`config.mk`:
```
export PLATFORM = sky130hd
export DESIGN_NAME = time_keeper_set
export DESIGN_NICKNAME = d
export VERILOG_FILES = /design/src/rtl/time_keeper_set_pkg.sv /design/src/rtl/time_keeper_set_btn_sync_edge.sv /design/src/rtl/time_keeper_set.sv
export SDC_FILE = /design/constraint.sdc
export NUM_CORES = 1
export LEC_CHECK = 0
export ABC_AREA = 1
export CORE_MARGIN = 3
export CORE_UTILIZATION = 52
export DETAILED_ROUTE_END_ITERATION = 10
export PLACE_DENSITY = 0.74
export SLEW_MARGIN = 0
export SYNTH_ARGS = -nofsm -noshare
export SYNTH_HDL_FRONTEND = slang
export SYNTH_SLANG_ARGS = --single-unit
```
`constraint.sdc`:
```
create_clock -name clk -period 1.7 [get_ports clk]
set_clock_uncertainty 0.1 [all_clocks]
set_input_delay 0.34 -clock clk [delete_from_list [all_inputs] [get_ports clk]]
set_output_delay 0.34 -clock clk [all_outputs]
set_load 0.02 [all_outputs]
```
`src/rtl/time_keeper_set_pkg.sv`:
```
// time_keeper_set_pkg: shared clock-domain types and limits for the settable time keeper.
package time_keeper_set_pkg;
    typedef enum logic [1:0] {RUN = 2'd0, SET_HOUR = 2'd1, SET_MIN = 2'd2} mode_t;
    localparam logic [6:0] SEC_MAX  = 7'd59;
    localparam logic [6:0] MIN_MAX  = 7'd59;
    localparam logic [6:0] HOUR_MAX = 7'd23;
    function automatic logic [6:0] wrap_inc(input logic [6:0] v, input logic [6:0] max);
        return (v == max) ? 7'd0 : v + 7'd1;
    endfunction
endpackage

```
`src/rtl/time_keeper_set_btn_sync_edge.sv`:
```
// btn_sync_edge: two-flop synchronizer plus previous-value flop giving a one-cycle rise pulse.
module btn_sync_edge (
    input  logic clk,
    input  logic rst,
    input  logic in,
    output logic rise
);
    logic s1, s2, prev;
    always_ff @(posedge clk or posedge rst) begin
        if (rst) begin
            s1   <= 1'b0;
            s2   <= 1'b0;
            prev <= 1'b0;
        end else begin
            s1   <= in;
            s2   <= s1;
            prev <= s2;
        end
    end
    assign rise = s2 & ~prev;
endmodule

```
`src/rtl/time_keeper_set.sv`:
```
// time_keeper_set: 24h clock with one-second prescaler and two-button hour/minute setting.
module time_keeper_set
    import time_keeper_set_pkg::*;
#(
    parameter int TICK_DIV = 100000000
) (
    input  logic       clk,
    input  logic       rst,
    input  logic       btn_mode,
    input  logic       btn_inc,
    output logic [6:0] second,
    output logic [6:0] minute,
    output logic [6:0] hour,
    output logic       sec_tick,
    output logic [1:0] set_mode,
    output logic       blink
);
    localparam int CW = $clog2(TICK_DIV);
    localparam logic [CW-1:0] CNT_LAST = CW'(TICK_DIV - 1);
    localparam logic [CW-1:0] CNT_HALF = CW'(TICK_DIV / 2);

    logic [CW-1:0] cnt;
    mode_t state, state_nxt;
    logic mode_rise, inc_rise, leave_set;

    btn_sync_edge u_mode (.clk(clk), .rst(rst), .in(btn_mode), .rise(mode_rise));
    btn_sync_edge u_inc  (.clk(clk), .rst(rst), .in(btn_inc),  .rise(inc_rise));

    assign leave_set = (state == SET_MIN) && mode_rise;

    // Leaving the edit restarts the second so the set minute begins cleanly.
    always_ff @(posedge clk or posedge rst) begin
        if (rst) cnt <= '0;
        else     cnt <= (sec_tick || leave_set) ? '0 : cnt + 1'b1;
    end

    always_ff @(posedge clk or posedge rst) begin
        if (rst) state <= RUN;
        else     state <= state_nxt;
    end

    always_comb begin
        state_nxt = !mode_rise ? state :
                    (state == RUN) ? SET_HOUR :
                    (state == SET_HOUR) ? SET_MIN : RUN;
    end

    always_comb begin
        set_mode = state;
        sec_tick = (cnt == CNT_LAST);
        blink    = (state != RUN) && (cnt < CNT_HALF);
    end

    // A mode rise in the same cycle swallows any increment.
    always_ff @(posedge clk or posedge rst) begin
        if (rst) begin
            second <= '0;
            minute <= '0;
            hour   <= '0;
        end else if (leave_set) begin
            second <= '0;
        end else if (state == RUN && sec_tick) begin
            second <= wrap_inc(second, SEC_MAX);
            if (second == SEC_MAX) begin
                minute <= wrap_inc(minute, MIN_MAX);
                if (minute == MIN_MAX) hour <= wrap_inc(hour, HOUR_MAX);
            end
        end else if (inc_rise && !mode_rise) begin
            if (state == SET_HOUR)     hour   <= wrap_inc(hour, HOUR_MAX);
            else if (state == SET_MIN) minute <= wrap_inc(minute, MIN_MAX);
        end
    end
endmodule

```
* Word-level counts from Yosys, hierarchy flattened
Cells that the tools add are included.
** Operators by class
- Add/subtract/negate cells :: 4
- Magnitude comparators :: 1
- Eq/ne operators :: 9
- Muxes and demuxes :: 18
- Bitwise gates (word level) :: 5
- Reduce and logical (&&, ||, !) cells :: 14
** Operator list (count)
- two-way mux 7 bit :: 15
- adder 27 x 1 -> 27 bit (second input constant) :: 1
- equality test 27 bit (second input constant) :: 1
- less-than comparator 27 x 26 -> 1 bit (second input constant) :: 1
- two-way mux 27 bit :: 1
- adder 7 x 1 -> 7 bit (second input constant) :: 3
- equality test 7 x 6 -> 1 bit (second input constant) :: 2
- AND reduction 5 bit :: 2
- nonzero test 2 bit :: 5
- equality test 7 x 5 -> 1 bit (second input constant) :: 1
- != test 2 x 1 -> 1 bit (second input constant) :: 3
- logical AND 1 bit :: 4
- two-way mux 2 bit :: 2
- inverter 1 bit :: 3
- bitwise AND 1 bit :: 2
- equality test 2 x 1 -> 1 bit (second input constant) :: 1
- equality test 2 bit (second input constant) :: 1
- zero test 2 bit :: 1
- zero test 1 bit :: 1
- logical OR 1 bit :: 1
** Word-level totals
- Register bits :: 56
- Input port bits :: 4
- Word-level logic and storage cells :: 62

* Logic depth before layout (Yosys ltp)
Gate-level depths: netlist of run 1.
- Word-level depth :: 6
- Mapped depth :: 12
- Mapped depth without buffers :: 11

* Modules after synthesis
From an unflattened synthesis of run 1, not the netlist that was laid out.
** Second synthesis, totals
- Cell total of the unflattened synthesis :: 386
- Area total of the unflattened synthesis :: 3044.2 µm²
** By module, submodules not included
- time_keeper_set :: instances 1, cells each 374, area each 2866.5 µm², seq. area each 1251.2 µm²
- btn_sync_edge :: instances 2, cells each 6, area each 88.8 µm², seq. area each 75.1 µm²

* Least setup slack after synthesis of run 1
Ideal clock, no wire load.
- Path type :: flip-flop to flip-flop
- From :: register minute[0]
- To :: register hour[5]
- Setup time :: 0.118 ns
- Arrival :: 1.586 ns
- Slack :: -0.104 ns
- Stages on the path, launching flop included :: 9
- Path buffers :: 0
- Clock period less this slack :: 1.804 ns
- Path through :: dfrtp_1 -> ha_1 -> nand4_1 -> nor3_2 -> nand4_1 -> nand2_2 -> nand2_2 -> nand2_1 -> nand2_1
** Between the ends
- Longest elaborated chain between the ends :: 3
** Ends and longest elaborated chain
- from (decl) :: RTL line time_keeper_set.sv:12 : output logic [6:0] minute,
- from (signal assigned) :: RTL line time_keeper_set.sv:65 : minute <= wrap_inc(minute, MIN_MAX);
- from (signal assigned) :: RTL line time_keeper_set.sv:70 : else if (state == SET_MIN) minute <= wrap_inc(minute, MIN_MAX);
- equality test 7 x 6 -> 1 bit :: RTL line time_keeper_set.sv:66 : if (minute == MIN_MAX) hour <= wrap_inc(hour, HOUR_MAX);
- != test 2 x 1 -> 1 bit (no source line)
- AND reduction 5 bit (no source line)
- to (signal assigned) :: RTL line time_keeper_set.sv:66
- to (signal assigned) :: RTL line time_keeper_set.sv:69 : if (state == SET_HOUR) hour <= wrap_inc(hour, HOUR_MAX);
- to (decl) :: RTL line time_keeper_set.sv:13 : output logic [6:0] hour,
No other way between the ends.
A chain may end at the register's enable or synchronous reset.

* Worst setup path in the final report of run 1
- From :: register cnt[11]
- To :: output sec_tick
** Between the ends
- Longest elaborated chain between the ends :: 1
** Ends and longest elaborated chain
- from (decl) :: RTL line time_keeper_set.sv:22 : logic [CW-1:0] cnt;
- from (signal assigned) :: RTL line time_keeper_set.sv:34 : else cnt <= (sec_tick || leave_set) ? '0 : cnt + 1'b1;
- equality test 27 bit :: RTL line time_keeper_set.sv:50 : sec_tick = (cnt == CNT_LAST);
- to (decl) :: RTL line time_keeper_set.sv:14 : output logic sec_tick,
No other way between the ends.

==> reports/results.ini, run 1 <==
[timing]
setup_ws_ns=-0.266
tightest_slew_ns=0.545
timing.fmax_mhz=509
setup_viol=33
rsz0062_at_grt=yes
maxSlewViolCount=0
final.period_utilization=1.16
relSlewSlack=0.633
finalCriticalPeriod_ns=1.97
hold_viol_final=0

[critical_path]
crit_start=cnt[11]
rr_endpoint=hour[0]
r2r-start=cnt[11]
critPathLaunchType=flip-flop
crit_top_cell=inv_2
critical_path.endpoint_type=output pin
required_ns=1.26
critPathSlowestCell=dfrtp_1
ff2ff_setup_slack_ns=-0.23
ff2ff_path_depth=13
worstSetupPathType=reg -> out
worst_path_largest_cell_delay_ns=0.45
crit_end=sec_tick
crit_chain=inv_2 > nand2_2 > nor2_1 > nand2_1 > nor2_4 > nand2_4 > inv_2 > buf_6
path_max_fanout=3
worstPathArrival_ns=1.53

[routing]
detail_route.first_pass.iterations=5
routed_wl_um=9730
ant_nets=0
via_per_inst=5.70
drc=0
via_count=3229
drt-initial-drc-count=289
avgRoutedWirePerCell_um=17.2

[floorplan]
core_um2=5640
start_util=0.547
die-area_um2=6900
rows=27
die_y_um=83.0
die_w_um=83.0
num_io_pins=29

[power]
ir_drop_mv=0.859
p_leak_uw=0.00235
p_total_uw=4150
p_per_area_nw_per_um2=892

[run_status]
failed_checks=setup timing
status=finished, violations left

[logic_synthesis]
synth-seq-area-share=0.454
synth-main-ff-cell=dfrtp_1
syn-instance-count=381
ys_seq_elements=56
synth_area_per_cell_um2=8.10
yosys.area_share.simple=0.363
synth_area_um2=3090
yosys.area_share.xor_xnor=0.0596
async_reset_ff_frac=1.00
yosysWarnings=0
synth_compound_area_frac=0.0462
synthAdderAreaFrac=0.0162
synth_cell_type_count=37
synth_edf_count=0
synthMuxAreaShare=0.00365
synth_top_family_by_area=simple AND/OR/NAND/NOR gates
syn_nets=389

[grt]
grt_use_total=0.248
overflow=0
grt_max_degree=28
first_global_vias=3049
grt_pass1_wl_um=14100
antenna_found_initial=0

[clock_network]
clock_latency_ns=0.32
cts_sinks=56
cts-root-buf=clkbuf_8
cts_max_level=2
cts_buffers=5
clk_pin_slew_ns=0.11
clk_path_buf_depth=2
cts_tree=yes

[place]
portBuffers=28
place_ws_ns=-0.342
gp_congestion=0.911
hpwl_um=5820

[layout]
finish.utilization=0.826
syn_to_final_growth_pct=50.9
fill_cells=338
layout-drive-gt1-share=0.393
diodes=0
multiInputGateArea_um2=1890
finalNetCount=501
ff_latch_area_um2=1410

[worst_hold_path]
hold_path_class=in -> async

[flow_run]
cap_viol_max_count=0

## power by group
part           switching, uW  internal (uW)  total [uW]
clock network            467            445         912
registers                148           1510        1660
logic                    883            697        1580
total                   1500           2660        4150
## stage by stage
| step | instances | TNS [ns] | hold WS (ns) | instance area (um^2) |
|---|---|---|---|---|
| floorplan | 381 | -0.106 | 0.231 | 3110 |
| finish | 566 | -4.75 | 0.231 | 4660 |
| global route | 566 | -7.01 | 0.238 | 4660 |
| detailed placement | 544 | -1.60 | 0.243 | 4000 |
| CTS | 563 | -3.10 | 0.225 | 4330 |
| global placement | 544 | -0.897 | 0.234 | 4000 |
## placed cells by master, fill, tap and decap left out, types with 18 or more instances in the layout
cell	netlist	layout
buf_4	2	65
dfrtp_1	56	53
dlygate4sd2_1	0	23
inv_1	33	27
nand2_1	87	73
nand3_1	39	18
nand3_2	2	22
nor2_1	51	40
xor2_1	18	18
## registers in the layout (all words and copies together) (netlist names)
| name | cells |
|---|---|
| cnt | 27 |
| hour | 7 |
| minute | 7 |
| second | 7 |
| set_mode | 2 |
| u_inc.prev | 1 |
| u_inc.s1 | 1 |
| u_inc.s2 | 1 |
| u_mode.prev | 1 |
| u_mode.s1 | 1 |
| u_mode.s2 | 1 |
## routing by layer
metal / wire length, um / track usage / share of wire
met2: 5040 / 0.434 / 0.52
met1: 3900 / 0.313 / 0.40
met3: 520 / 0.0486 / 0.053
met5: 0 / 0 / 0
met4: 276 / 0.0624 / 0.028
## critical path, delay by kind of cell (launching register included)
family | cells | cell delay, ns
and+or+nand+nor | 5 | 0.48
DFF | 1 | 0.45
buffers and inverters | 3 | 0.27
## timing repair
action                                  4_1_cts  5_1_grt
resized for setup                            68       78
setup buffers                                10        7
endpoints found under the setup margin       47       49
hold buffers                                  0        0
pin swaps                                    10       19
hold endpoints to repair                      0        0
gates cloned                                  2        0
## Yosys cell counts, types with 5 or more instances
master / count / share of area
nand2_1: 87 / 0.11
dfrtp_1: 56 / 0.45
nor2_1: 51 / 0.062
nand3_1: 39 / 0.063
inv_1: 33 / 0.040
xor2_1: 18 / 0.051
nand4_1: 13 / 0.026
nor3b_1: 10 / 0.024
a21oi_1: 9 / 0.015
nor3_1: 8 / 0.013
inv_2: 5 / 0.0061
nand2_2: 5 / 0.010
o21ai_0: 5 / 0.0081
## cell families (layout without fill, tap and decap cells)
kind of cell	after synthesis	after routing
simple gates	232	232
flops	56	56
buf+inv	43	156
compound gates	24	24
xor+xnor	21	21
fa+ha+maj	4	4
mux	1	1
## worst min path at each step
stage	cells after the start	to	start	slack [ns]
after global placement	0	u_inc.s2	u_inc.s1	0.23
after detailed placement	0	u_inc.s2	u_inc.s1	0.24
after floorplan	0	u_inc.s2	u_inc.s1	0.23
after global routing	2	u_inc.s1	rst	0.24
after CTS	2	cnt[7]	rst	0.22
final	2	u_mode.s1	rst	0.23
## area by class of cell
class                           instances  share of cell area
Tap cell                               72              0.0193
Clock buffer                            5              0.0148
Sequential cell                        56               0.302
Clock inverter                          3             0.00994
Multi-Input combinational cell        282               0.406
Inverter                               38              0.0330
Timing Repair Buffer                  110               0.215
Power figures use the tool's default switching activity.
==> run 2, diff against run 1 <==
--- a/config.mk
+++ b/config.mk
@@ -5,10 +5,10 @@
 export SDC_FILE = /design/constraint.sdc
 export NUM_CORES = 1
 export LEC_CHECK = 0
-export ABC_AREA = 1
 export CORE_MARGIN = 3
-export CORE_UTILIZATION = 52
+export CORE_UTILIZATION = 51
 export DETAILED_ROUTE_END_ITERATION = 10
+export GPL_TIMING_DRIVEN = 0
 export PLACE_DENSITY = 0.74
 export SLEW_MARGIN = 0
 export SYNTH_ARGS = -nofsm -noshare
==> reports/results.ini, run 2 <==
[logic_synthesis]
yosysMostFrequentCell=dfrtp_1
synth_top_area_cell=dfrtp_1
synthAdderAreaFrac=0.0174
syn_nets=305
syn-instance-count=297
yosys.area_share.simple=0.285
yosys.area_share.xor_xnor=0.0941
synth-seq-area-share=0.486
async_reset_ff_frac=1.00
synth_common_cells=56 x dfrtp_1, 45 x nor2_1, 26 x nand2_1, 18 x nand3_1, 17 x xor2_1
synth_area_per_cell_um2=9.71
ys_seq_elements=56
synthMuxAreaShare=0.0208
synth_cell_type_count=45
synth_top_family_by_area=simple AND/OR/NAND/NOR gates
synth_top_cells_by_area=dfrtp_1 49%, nor2_1 5.9%, xor2_1 5.2%
synth-main-ff-cell=dfrtp_1
synth_compound_area_frac=0.0659
synth_top_area_share=0.486
yosysWarnings=0
synth_edf_count=0
synth_area_um2=2880

[grt]
grt_max_degree=57
grt_use_total=0.222
grt_pass1_wl_um=11300
antenna_found_initial=0
first_global_vias=2244
overflow=0

[layout]
top_register=cnt
final_area_um2=4010
layout_commonest_cell=dfrtp_1
largest_reg_flops=27
finalNetCount=368
diodes=0
layout-drive-gt1-share=0.330
syn_to_final_growth_pct=39.0
final_cell_mix=47 x dfrtp_1, 26 x nand2_1, 23 x dlygate4sd2_1

[floorplan]
die_w_um=81.2
die-area_um2=6590
die_y_um=81.2
start_util=0.544
core_um2=5300
rows=26
num_io_pins=29

[flow_run]
cap_viol_max_count=0

[timing]
final.period_utilization=1.28
rsz0062_at_grt=yes
setup_viol=50
whs_ns=0.257
finalCriticalPeriod_ns=2.17
hold_viol_final=0
tightest_slew_ns=1.16
finalSetupTns_ns=-19.84
timing.fmax_mhz=460
relSlewSlack=0.222
maxSlewViolCount=0
setup_ws_ns=-0.475

[critical_path]
critPathLaunchType=flip-flop
worstPathArrival_ns=1.73
worstSetupPathType=reg -> out
critical_path.endpoint_type=output pin
critPathSlowestCell=dfrtp_2
worst_path_largest_cell_delay_ns=0.45
required_ns=1.26
path_max_fanout=2
crit_chain=nor4_4 > a21oi_1 > o21ai_1 > nand2b_1 > a31oi_4 > buf_6

[clock_network]
clk_pin_slew_ns=0.10
cts_sinks=56
clock_latency_ns=0.30
hold_buffers=0
cts_tree=yes
clk_path_buf_depth=2
cts_max_level=2
cts_buffers=5
cts-root-buf=clkbuf_8

[place]
hpwl_um=3820
dpl_cell_area_um2=3330
gp_congestion=0.777
place_ws_ns=-0.700
portBuffers=28

[run_status]
failed_checks=setup timing
status=finished, violations left

[routing]
via_count=2458
avgRoutedWirePerCell_um=16.0
drc=0
via_per_inst=5.70
detail_route.first_pass.iterations=4
drt-initial-drc-count=133
ant_nets=0
routed_wl_um=6900

[power]
p_leak_uw=0.00177
ir_drop_mv=0.702
p_per_area_nw_per_um2=967
p_total_uw=3880

[worst_hold_path]
hold_path_class=reg -> reg

## run 2: changes by cell type after synthesis, moves of 6 or more
cell	change
a21oi_1	-6
nand3_1	-21
and2_1	+7
nor3b_1	-10
inv_1	-24
nor2_1	-6
o21ai_0	+10
nand2_1	-61
xnor2_1	+11
## run 2: area by class of cell
cell class | count | area [um^2]
Inverter | 9 | 37.5
Clock buffer | 6 | 72.6
Timing Repair Buffer | 57 | 543
Tap cell | 70 | 87.6
Clock inverter | 2 | 35.0
Buffer | 7 | 71.3
Multi-Input combinational cell | 224 | 1750
Sequential cell | 56 | 1410
Fill cell | 335 | 1290
## run 2: metrics by stage
stage           util  cells
6_report       0.756    431
4_1_cts        0.727    429
3_3_place_gp   0.628    395
2_1_floorplan      -    297
3_5_place_dp   0.628    395
5_1_grt        0.756    431
## run 2: critical path: cells and delay by family (launching register included)
kind                   cells  cell delay [ns]
AO/OA/AOI/OAI              3             0.41
AND/OR/NAND/NOR            2             0.42
buffers and inverters      1             0.14
flip-flops                 1             0.45
## run 2: what timing repair did
action / 4_1_cts / 5_1_grt
resized for setup: 99 / 44
endpoints found under the setup margin: 72 / 50
cloned: 3 / 0
pin swaps: 28 / 19
setup buffers: 23 / 8
## run 2: cell families (layout without fill, tap and decap cells)
family,Yosys count,in the layout
AND/OR/NAND/NOR,153,153
flip-flops,56,56
AO/OA/AOI/OAI,31,31
XOR/XNOR,31,31
buffers and inverters,17,81
multiplexers,5,5
adder cells (fa/ha/maj),4,4
## run 2: worst paths after layout
| kind | startpoint | to | slack [ns] | depth (start not counted) |
|---|---|---|---|---|
| worst min-delay path | u_mode.s1 | u_mode.s2 | 0.26 | 0 |
| worst max-delay path | cnt[9] | blink | -0.47 | 6 |
| max in group asynchronous | rst | minute[0] | 0.25 | 2 |
| min in group asynchronous | rst | hour[0] | 0.56 | 2 |
| worst max register to register | cnt[9] | hour[1] | -0.47 | 7 |
| worst min register to register | u_mode.s1 | u_mode.s2 | 0.26 | 0 |
## run 2: report_power, final
group | switching, uW | internal, uW | total [uW]
logic | 677 | 583 | 1260
registers | 240 | 1520 | 1760
clock network | 416 | 438 | 854
total | 1330 | 2540 | 3880
## run 2: routing by layer
metal	vias up	share of wire	global-route usage
met4	0	0.021	0.0574
met5	-	0	0
met1	1216	0.45	0.301
met3	18	0.031	0.0355
met2	67	0.49	0.369
li1	1157	-	-
==> run 3, diff against run 2 <==
--- a/config.mk
+++ b/config.mk
@@ -5,6 +5,7 @@
 export SDC_FILE = /design/constraint.sdc
 export NUM_CORES = 1
 export LEC_CHECK = 0
+export ABC_CLOCK_PERIOD_IN_PS = 1700
 export CORE_MARGIN = 3
 export CORE_UTILIZATION = 51
 export DETAILED_ROUTE_END_ITERATION = 10
==> results of run 3 <==
No change in the layout: final DEF, timing and power equal those of run 2.
